## src/rtl/uart_rx.sv

```systemverilog
// uart_rx: serial-to-parallel UART receiver, paired with uart_tx.
// Each frame is 1 start bit, BITS_PER_WORD data bits (LSB first), then
// PACKET_SIZE-BITS_PER_WORD-1 stop/pad bits of 1. NUM_WORDS frames make one
// W_OUT-bit packet, which is presented on a valid/ready master stream.
// Word 0 arrives first and lands in m_data[BITS_PER_WORD-1:0].
// Optional macro UART_RX_STATUS_EN adds frame_err/overrun pulses and a
// saturating err_count of both events.
module uart_rx #(
  parameter int CLOCKS_PER_PULSE = 4,
  parameter int BITS_PER_WORD    = 8,
  parameter int PACKET_SIZE      = 13,
  parameter int W_OUT            = 16
) (
  input  logic             clk,
  input  logic             rst,
  input  logic             rx,
  output logic [W_OUT-1:0] m_data,
  output logic             m_valid,
  input  logic             m_ready
`ifdef UART_RX_STATUS_EN
  ,
  output logic             frame_err,
  output logic             overrun,
  output logic [7:0]       err_count
`endif
);

  localparam int NUM_WORDS = W_OUT / BITS_PER_WORD;
  localparam int NUM_STOP  = PACKET_SIZE - BITS_PER_WORD - 1;

  // Counter widths: $clog2 of the count range, at least one bit.
  localparam int CW = (CLOCKS_PER_PULSE > 1) ? $clog2(CLOCKS_PER_PULSE) : 1;
  localparam int BW = (BITS_PER_WORD    > 1) ? $clog2(BITS_PER_WORD)    : 1;
  localparam int SW = (NUM_STOP         > 1) ? $clog2(NUM_STOP)         : 1;
  localparam int WW = (NUM_WORDS        > 1) ? $clog2(NUM_WORDS)        : 1;

  localparam logic [CW-1:0] CNT_FULL  = CW'(CLOCKS_PER_PULSE - 1);
  localparam logic [CW-1:0] CNT_HALF  = CW'(CLOCKS_PER_PULSE / 2 - 1);
  localparam logic [BW-1:0] BIT_LAST  = BW'(BITS_PER_WORD - 1);
  localparam logic [SW-1:0] STOP_LAST = SW'(NUM_STOP - 1);
  localparam logic [WW-1:0] WORD_LAST = WW'(NUM_WORDS - 1);

  typedef enum logic [1:0] {IDLE, START, DATA, STOP} state_t;

  state_t                   state;
  logic                     rx_meta, rx_s, rx_prev;
  logic [CW-1:0]            clk_cnt;
  logic [BW-1:0]            bit_cnt;
  logic [SW-1:0]            stop_cnt;
  logic [WW-1:0]            word_cnt;
  logic [BITS_PER_WORD-1:0] shreg;
  logic [BITS_PER_WORD:0]   sh_cat;
  logic [W_OUT-1:0]         stage;
  logic                     pkt_done;

  // New bit enters at the MSB so that after a full word the first bit is at [0].
  assign sh_cat = {rx_s, shreg};

  // Two-flop synchronizer plus one history flop for falling-edge detection.
  always_ff @(posedge clk or posedge rst) begin
    if (rst) begin
      rx_meta <= 1'b1;
      rx_s    <= 1'b1;
      rx_prev <= 1'b1;
    end else begin
      rx_meta <= rx;
      rx_s    <= rx_meta;
      rx_prev <= rx_s;
    end
  end

  // Frame FSM: start detect, mid-bit sampling, stop check, word staging.
  always_ff @(posedge clk or posedge rst) begin
    if (rst) begin
      state    <= IDLE;
      clk_cnt  <= '0;
      bit_cnt  <= '0;
      stop_cnt <= '0;
      word_cnt <= '0;
      shreg    <= '0;
      stage    <= '0;
      pkt_done <= 1'b0;
    end else begin
      pkt_done <= 1'b0;
      case (state)
        IDLE: begin
          // Only a 1->0 transition starts a frame; a stuck-low line is ignored.
          if (rx_prev && !rx_s) begin
            clk_cnt <= '0;
            state   <= START;
          end
        end
        START: begin
          if (clk_cnt == CNT_HALF) begin
            clk_cnt <= '0;
            bit_cnt <= '0;
            // High at mid start bit means a glitch; word index is kept.
            state   <= rx_s ? IDLE : DATA;
          end else begin
            clk_cnt <= clk_cnt + 1'b1;
          end
        end
        DATA: begin
          if (clk_cnt == CNT_FULL) begin
            clk_cnt <= '0;
            shreg   <= sh_cat[BITS_PER_WORD:1];
            if (bit_cnt == BIT_LAST) begin
              bit_cnt  <= '0;
              stop_cnt <= '0;
              state    <= STOP;
            end else begin
              bit_cnt <= bit_cnt + 1'b1;
            end
          end else begin
            clk_cnt <= clk_cnt + 1'b1;
          end
        end
        STOP: begin
          if (clk_cnt == CNT_FULL) begin
            clk_cnt <= '0;
            if (!rx_s) begin
              // Frame error: the whole partial packet is thrown away.
              stop_cnt <= '0;
              word_cnt <= '0;
              stage    <= '0;
              state    <= IDLE;
            end else if (stop_cnt == STOP_LAST) begin
              stop_cnt <= '0;
              state    <= IDLE;
              for (int i = 0; i < NUM_WORDS; i++) begin
                if (word_cnt == WW'(i))
                  stage[i*BITS_PER_WORD +: BITS_PER_WORD] <= shreg;
              end
              if (word_cnt == WORD_LAST) begin
                word_cnt <= '0;
                pkt_done <= 1'b1;
              end else begin
                word_cnt <= word_cnt + 1'b1;
              end
            end else begin
              stop_cnt <= stop_cnt + 1'b1;
            end
          end else begin
            clk_cnt <= clk_cnt + 1'b1;
          end
        end
        default: state <= IDLE;
      endcase
    end
  end

  // Output stream: load on completion if the slot is free or being drained,
  // otherwise drop the new packet and keep the held one stable.
  always_ff @(posedge clk or posedge rst) begin
    if (rst) begin
      m_valid <= 1'b0;
      m_data  <= '0;
    end else if (pkt_done && (!m_valid || m_ready)) begin
      m_valid <= 1'b1;
      m_data  <= stage;
    end else if (m_valid && m_ready) begin
      m_valid <= 1'b0;
    end
  end

`ifdef UART_RX_STATUS_EN
  logic       ferr_evt, ovr_evt;
  logic [1:0] n_evt;

  assign ferr_evt = (state == STOP) && (clk_cnt == CNT_FULL) && !rx_s;
  assign ovr_evt  = pkt_done && m_valid && !m_ready;
  assign n_evt    = {1'b0, ferr_evt} + {1'b0, ovr_evt};

  // Status: one-cycle event pulses and a saturating combined error count.
  always_ff @(posedge clk or posedge rst) begin
    if (rst) begin
      frame_err <= 1'b0;
      overrun   <= 1'b0;
      err_count <= '0;
    end else begin
      frame_err <= ferr_evt;
      overrun   <= ovr_evt;
      if (({1'b0, err_count} + {7'd0, n_evt}) > 9'd255)
        err_count <= 8'hFF;
      else
        err_count <= err_count + {6'd0, n_evt};
    end
  end
`endif

endmodule

```

## config.mk

```make
export PLATFORM = sky130hd
export DESIGN_NAME = uart_rx
export DESIGN_NICKNAME = d
export VERILOG_FILES = /design/src/rtl/uart_rx.sv
export SDC_FILE = /design/constraint.sdc
export NUM_CORES = 1
export LEC_CHECK = 0
export ABC_AREA = 1
export BUFFER_PORTS_ARGS = -buffer_cell sky130_fd_sc_hd__clkbuf_2
export CAP_MARGIN = 10
export CELL_PAD_IN_SITES_DETAIL_PLACEMENT = 0
export CELL_PAD_IN_SITES_GLOBAL_PLACEMENT = 1
export CORE_ASPECT_RATIO = 1.4
export CORE_MARGIN = 8
export CORE_UTILIZATION = 40
export DETAILED_ROUTE_END_ITERATION = 10
export HOLD_SLACK_MARGIN = 0.02
export PLACE_DENSITY = 0.72
export SKIP_LAST_GASP = 1
export SLEW_MARGIN = 30
export SYNTH_ARGS = -nofsm -noshare
export SYNTH_HDL_FRONTEND = slang
export SYNTH_SLANG_ARGS = --single-unit
```

## constraint.sdc

```tcl
create_clock -name clk -period 3.13 [get_ports clk]
set_input_delay 0.626 -clock clk [delete_from_list [all_inputs] [get_ports clk]]
set_output_delay 0.626 -clock clk [all_outputs]
set_load 0.005 [all_outputs]
```

Yosys cells after proc, flatten, opt, wreduce, memory -nomap -nowiden
Index checks and enable logic that the tools add are counted.
{"block": "classes", "add_sub_neg": 4, "eq_ne": 16, "reduce_logical": 18, "mux": 37}
{"op": "16-bit two-way mux", "count": 2}
{"op": "2-bit two-way mux", "count": 16}
{"op": "8-bit two-way mux", "count": 2}
{"op": "2-bit inequality test, second input constant", "count": 6}
{"op": "4-bit AND reduction", "count": 3}
{"op": "1-bit two-way mux", "count": 10}
{"op": "3-bit two-way mux", "count": 3}
{"op": "2-bit == test, second input constant", "count": 4}
{"op": "2-bit case mux with 4 select lines", "count": 1}
{"op": "2-bit case mux with 3 select lines", "count": 1}
{"op": "3-bit case mux with 2 select lines", "count": 1}
{"op": "3-bit AND reduction", "count": 2}
{"op": "6-bit AND reduction", "count": 1}
{"op": "2-bit nonzero test", "count": 3}
{"op": "2-bit by 1-bit adder with 2-bit output, second input constant", "count": 2}
{"op": "2-bit by 1-bit == test with 1-bit output, second input constant", "count": 2}
{"op": "2-bit by 1-bit inequality test with 1-bit output, second input constant", "count": 2}
{"op": "2-bit case mux with 2 select lines", "count": 1}
{"op": "3-bit by 1-bit adder with 3-bit output, second input constant", "count": 1}
{"op": "3-bit == test, second input constant", "count": 1}
{"op": "1-bit logical AND", "count": 3}
{"op": "3-bit inequality test, second input constant", "count": 1}
{"op": "1-bit zero test", "count": 2}
{"op": "2-bit zero test", "count": 1}
{"op": "other kinds (4)", "count": 4}
{"block": "totals", "input_bits": 4, "out_inout_bits": 17, "register_bits": 55, "wordCells": 89}

Logic depth before layout (Yosys ltp)
Gate-level depths: netlist of the first run.
{"block": "logic_depth", "word_depth": 5, "ltp_mapped": 9, "mapped_depth_nobuf": 9}

Worst setup path after synthesis of the first run
Ideal clock, no wire load.
{"block": "synth_path", "path_type": "input port to flip-flop", "startpoint": "in m_ready", "endpoint": "reg m_data[0]", "setup_ns": 0.125, "cell_stages": 5, "arrival_time_ns": 1.492, "n_path_buf": 1, "setup_slack_ns": 1.513, "path_cell_list": "inv_1 > nand2_1 > nand2_1 > buf_2 > mux2_2"}
{"block": "synth_between", "elab_chain_len": 2}
{"item": "start: declaration", "line": "19", "text": "input logic m_ready"}
{"item": "1-bit logical OR", "line": "158", "text": "end else if (pkt_done && (!m_valid || m_ready)) begin"}
{"item": "1-bit logical AND", "line": "158"}
{"item": "end signal: assignment", "line": "160", "text": "m_data <= stage;"}
{"item": "end: declaration", "line": "17", "text": "output logic [W_OUT-1:0] m_data,"}
Every way passes these cells.
A chain may end at the register's enable or synchronous reset.

Worst setup path after layout of the first run
{"block": "layout_path", "startpoint": "reg rx_s", "endpoint": "reg stage[8]"}
{"block": "layout_between", "elab_chain_len": 2, "elab_cells_between_ends": 4}
{"item": "start: declaration", "line": "46", "text": "logic rx_meta, rx_s, rx_prev;"}
{"item": "start signal: assignment", "line": "67", "text": "rx_s <= rx_meta;"}
{"item": "2-bit by 1-bit inequality test with 1-bit output (no line)"}
{"item": "4-bit AND reduction (no line)"}
{"item": "end signal: indexed assignment", "line": "132", "text": "stage[i*BITS_PER_WORD +: BITS_PER_WORD] <= shreg;"}
{"item": "end: declaration", "line": "53", "text": "logic [W_OUT-1:0] stage;"}
Several ways; a longest one is shown, not always the timed one.

==> results of run 1 <==
-- worst paths after layout --
kind	endpoint	slack, ns	start	cells after the start
worst max-delay path	stage[8]	1.56	rx_s	5
worst min-delay path	rx_s	0.36	rx_meta	0
worst max register to register	stage[8]	1.56	rx_s	5
worst min register to register	rx_s	0.36	rx_meta	0
max in group asynchronous	shreg[3]	2.19	rst	3
min in group asynchronous	stop_cnt[1]	0.48	rst	3
-- registers in the layout (all words and copies together), names as in the netlist, named ones only --
register  cells
m_data       16
shreg         8
clk_cnt       2
m_valid       1
rx_meta       1
stage        16
state         1
rx_s          1
word_cnt      1
bit_cnt       3
rx_prev       1
stop_cnt      2
pkt_done      1
-- cells in the mapped netlist, types with 4 or more instances --
cell	number
o21ai_0	6
nor2_1	11
inv_1	16
o21ai_2	16
mux2_2	17
nand3_1	9
dfrtp_1	52
nand2_1	50
a21oi_1	4
ha_1	6
-- logic make-up after synthesis --
family	count (synthesis)	share of synthesized area [%]
AND/OR/NAND/NOR	81	15.1
flip-flops	55	59.2
AO/OA/AOI/OAI	29	9.51
buffers and inverters	23	4.67
multiplexers	17	8.22
adder cells (fa/ha/maj)	6	3.22
-- critical path, stage by stage (launching register included) --
cell     delay (ns)
dfstp_2        0.73
inv_1          0.13
or2_1          0.26
nand2_4        0.22
nand2_1        0.10
o21ai_2        0.06
-- metal layers --
metal  global-route usage [%]  share of wire, %  vias to the layer above  wire length [µm]
met4                     4.31               1.7                        0                72
met3                     2.70               4.0                        6               163
met1                     11.7                44                      699              1800
li1                         -                 -                      732                 -
met5                        0                 0                        -                 0
met2                     17.7                51                       15              2090
-- power breakdown --
group | internal [µW] | total, µW | switching (µW)
clock | 160 | 398 | 237
combinational | 101 | 292 | 191
sequential | 798 | 876 | 78.4
-- final cells by class --
cell class                      count  area (µm²)  area share [%]
Clock buffer                        5        68.8            2.68
Tap cell                           70        87.6            3.40
Timing Repair Buffer               21         108            4.18
Clock inverter                      3        23.8           0.924
Multi-Input combinational cell    133         841            32.7
Inverter                           17        63.8            2.48
Sequential cell                    55        1380            53.6
-- stage by stage --
stage          instance area, µm²  setup WS, ns  util, %
2_1_floorplan                2330          1.17        -
3_3_place_gp                 2480          1.26     43.2
3_5_place_dp                 2480          1.23     43.2
4_1_cts                      2570          1.53     44.8
5_1_grt                      2570          1.45     44.8
6_report                     2570          1.56     44.8
==> results.cfg, run 1 <==
[clock_tree]
post_cts_buffers = 0
cts_hold_buf = 0
path_clk_slew_ns = 0.10
htreeDepth = 2
cts_resized = 0
cts_sinks = 55
insertion_delay_ns = 0.31
clock-root-buffer = clkbuf_8
clockBufferDepth = 2
cts_tree = yes
numCtsBuffers = 5

[setup_path]
crit_type = flop to flop
arrival_ns = 1.81
start_kind = flop
path_max_fanout = 17
end_kind = flop
cp.required_ns = 3.37

[floorplanning]
ios = 21
die_w_um = 80.5
initial_core_util_pct = 40.6
die_h_um = 106
die_area_um2 = 8560
row_count = 33
core_um2 = 5740

[detailed_routing]
ant_nets = 0
wl_per_cell_um = 13.6
vias_per_cell = 4.78
finalWirelength_um = 4130
drc = 0
first_pass_iters = 4
vias = 1452
drt_iter0_markers = 103

[synth]
ys.flop_type = dfrtp_1
synth_top_area_cell = dfrtp_1
synth_edf_count = 0
ys_seq_elements = 55
yosys-top-cells-area = dfrtp_1 56%, mux2_2 8.2%, nand2_1 8.1%, o21ai_2 6.0%, dfstp_2 3.4%
synth_cell_type_count = 24
seq_area_frac_synth_pct = 59.2
syn_nets = 221
async_reset_ff_share_pct = 100
synth_cells = 211
syn_avg_cell_area_um2 = 11.0
synth_area_um2 = 2330
synth_warnings = 0
yosysTopAreaCellShare_pct = 55.9

[placed_design]
place.gp.congestion = 0.753
dpl.cell_count = 296
dp_hpwl_um = 2840
io_buffers = 20

[global_routing]
grt_pass1_vias = 1479
grtUsageTotal_pct = 10.4
grt_remaining_overflow = 0
grt_pass1_wl_um = 7020
antenna_found_initial = 0
grt_start_max_net_pins = 56

[sta]
skew_ns = 0.00684
drv_slew = 0
post-route-period-util_pct = 50.2
hold_viol = 0
worst_hold_slack_ns = 0.361
tightest_slew_ns = 0.750
tns_ns = 0
rsz0062_at_grt = no
min_period_ns = 1.57
max_freq_mhz = 637
maxSlewHeadroom_pct = 49.9
setup_violations = 0

[status]
outcome = complete, no violations

[final_layout]
final_common_cell = dfrtp_1
fillers = 553
drive_gt1_share_pct = 31.2
area_growth_pct = 10.4
layout_common_cells = 52 x dfrtp_1, 50 x nand2_1, 20 x clkbuf_2, 17 x mux2_2, 16 x o21ai_2
antenna_cells = 0
nets = 243
post_layout_nonfiller_instances = 304

[power]
finalPower_uw = 1570
p_per_area_nw_per_um2 = 609
peakVddDrop_mv = 0.329
p_leak_uw = 0.00131

[worst_hold_path]
hold_path_class = flop to flop

[run]
max-cap-violations = 0
No activity file was read; power rests on OpenSTA's default activity.
==> run 2: changes to the inputs <==
--- a/config.mk
+++ b/config.mk
@@ -15,7 +15,7 @@
 export CORE_UTILIZATION = 40
 export DETAILED_ROUTE_END_ITERATION = 10
 export HOLD_SLACK_MARGIN = 0.02
-export PLACE_DENSITY = 0.72
+export PLACE_DENSITY = 0.74
 export SKIP_LAST_GASP = 1
 export SLEW_MARGIN = 30
 export SYNTH_ARGS = -nofsm -noshare
==> constraint.sdc (replaced) <==
create_clock -name clk -period 1.4 [get_ports clk]
set_input_delay 0.28 -clock clk [delete_from_list [all_inputs] [get_ports clk]]
set_output_delay 0.28 -clock clk [all_outputs]
set_load 0.005 [all_outputs]
==> run 2 against run 1 <==
Fmax rose by 19%. Worst hold slack worse by 0.32 ns. First-iteration DRC count is 37% lower. Via count is 5.6% higher. Routed wire length up 1.3%. Cell count grew 5.3%. Clock power rose by 130%. Register-to-register slack lost 1.5 ns. Utilization is 3.8 points higher. Sequential cell count is the same. Critical path type unchanged. Critical endpoint is now stage[9]. Largest cell class unchanged.
==> results.cfg, run 2 (synthesized netlist as in run 1, its figures left out) <==
[status]
outcome = complete, no violations

[floorplanning]
die_w_um = 80.5
die_area_um2 = 8560
initial_core_util_pct = 40.6
core_um2 = 5740
ios = 21
die_h_um = 106
row_count = 33

[sta]
hold_viol = 0
setup_violations = 0
setup_slack_ns = 0.0807
rsz0062_at_grt = yes
max_freq_mhz = 758
min_period_ns = 1.32
maxSlewHeadroom_pct = 72.1
skew_ns = 0.00828
post-route-period-util_pct = 94.2
tightest_slew_ns = 0.417
drv_slew = 0

[placed_design]
io_buffers = 20
place_ws_ns = -0.0539
place.gp.congestion = 0.839
dp_hpwl_um = 3020
placed_area_um2 = 2600

[detailed_routing]
finalWirelength_um = 4180
ant_nets = 0
vias = 1534
first_pass_iters = 4
drt_iter0_markers = 65
vias_per_cell = 4.79
wl_per_cell_um = 13.1
drc = 0

[setup_path]
start_kind = flop
end_kind = flop
crit_type = flop to flop
cp.required_ns = 1.60
path_max_fanout = 17
arrival_ns = 1.52

[global_routing]
antenna_found_initial = 0
grt_pass1_vias = 1514
grt_start_max_net_pins = 38
grt_pass1_wl_um = 7110
grt_remaining_overflow = 0
grtUsageTotal_pct = 10.6

[final_layout]
final_common_cell = dfrtp_1
layout_common_cells = 50 x dfrtp_1, 48 x nand2_1, 20 x clkbuf_2, 17 x mux2_2, 16 x o21ai_2
fillers = 539
top_regs = m_data x16, stage x16, shreg x8
drive_gt1_share_pct = 39.6
area_growth_pct = 19.8
nets = 259
antenna_cells = 0
post-route-util_pct = 48.6
final_area_um2 = 2790

[clock_tree]
cts_sinks = 55
cts_tree = yes
numCtsBuffers = 5
path_clk_slew_ns = 0.10
insertion_delay_ns = 0.31
clockBufferDepth = 2
htreeDepth = 2
clock-root-buffer = clkbuf_8

[power]
p_per_area_nw_per_um2 = 1340
finalPower_uw = 3750
p_leak_uw = 0.00140
peakVddDrop_mv = 0.776

[worst_hold_path]
hold_path_class = input port to flop

[run]
max-cap-violations = 0
[run 2: changes by cell type in the layout (fill, tap and decap cells not counted), moves of 3 or more]
cell    before  now
buf_12       0    3
buf_4        1   12
nor2_1      11    8
nor2_2       0    3
[run 2: path summary, 6_finish.rpt]
path                             from    endpoint  slack (ns)  cells past startpoint
setup / recovery           clk_cnt[1]    stage[9]        0.08                      7
hold / removal                     rx     rx_meta        0.04                      1
setup reg to reg           clk_cnt[1]    stage[9]        0.08                      7
hold reg to reg               rx_meta        rx_s        0.36                      0
max in group asynchronous         rst  clk_cnt[1]        0.39                      4
min in group asynchronous         rst   stage[13]        0.50                      3
[run 2: per-stage QoR]
stage          hold slack, ns  cells  setup TNS, ns
6_report               0.0407    320              0
2_1_floorplan           0.284    211              0
3_3_place_gp            0.297    308         -0.415
5_1_grt                0.0271    320        -0.0525
3_5_place_dp            0.297    308         -0.645
4_1_cts                0.0375    319              0
[run 2: where the power goes]
group	internal [µW]	total (µW)	switching (µW)
Combinational	358	892	535
Clock	369	922	552
Sequential	1790	1940	151
[run 2: critical path: stages, from the launching register on]
cell and delay (ns):
dfrtp_2 0.42, ha_4 0.18, nand2_2 0.08, a21oi_4 0.13, buf_12 0.14, nand2_8 0.11, nand2_1 0.10, o21ai_2 0.05
[run 2: cell type report]
class,instances,area (µm²),share of cell area [%]
sequential,55,1380,49.5
multi-input combinational,134,898,32.2
timing repair buffer,36,260,9.32
tap,70,87.6,3.14
clock buffer,5,68.8,2.47
inverter,17,67.6,2.42
clock inverter,3,26.3,0.941
[run 2: layer usage]
| layer | up-vias | wire length, µm | GRT usage [%] |
|---|---|---|---|
| met5 | - | 0 | 0 |
| met4 | 0 | 95 | 4.31 |
| met3 | 10 | 175 | 2.62 |
| met2 | 22 | 2220 | 18.5 |
| met1 | 730 | 1680 | 11.7 |
| li1 | 772 | - | - |
[run 2: repair_timing]
| item | in CTS | in global routing |
|---|---|---|
| gates resized for setup | 3 | 12 |
| hold endpoints to repair | 15 | 0 |
| hold buffers | 1 | 0 |
| cloned | 1 | 0 |
| buffers inserted | 1 | 1 |
| setup endpoints to repair | 18 | 18 |
| pin swaps | 1 | 2 |
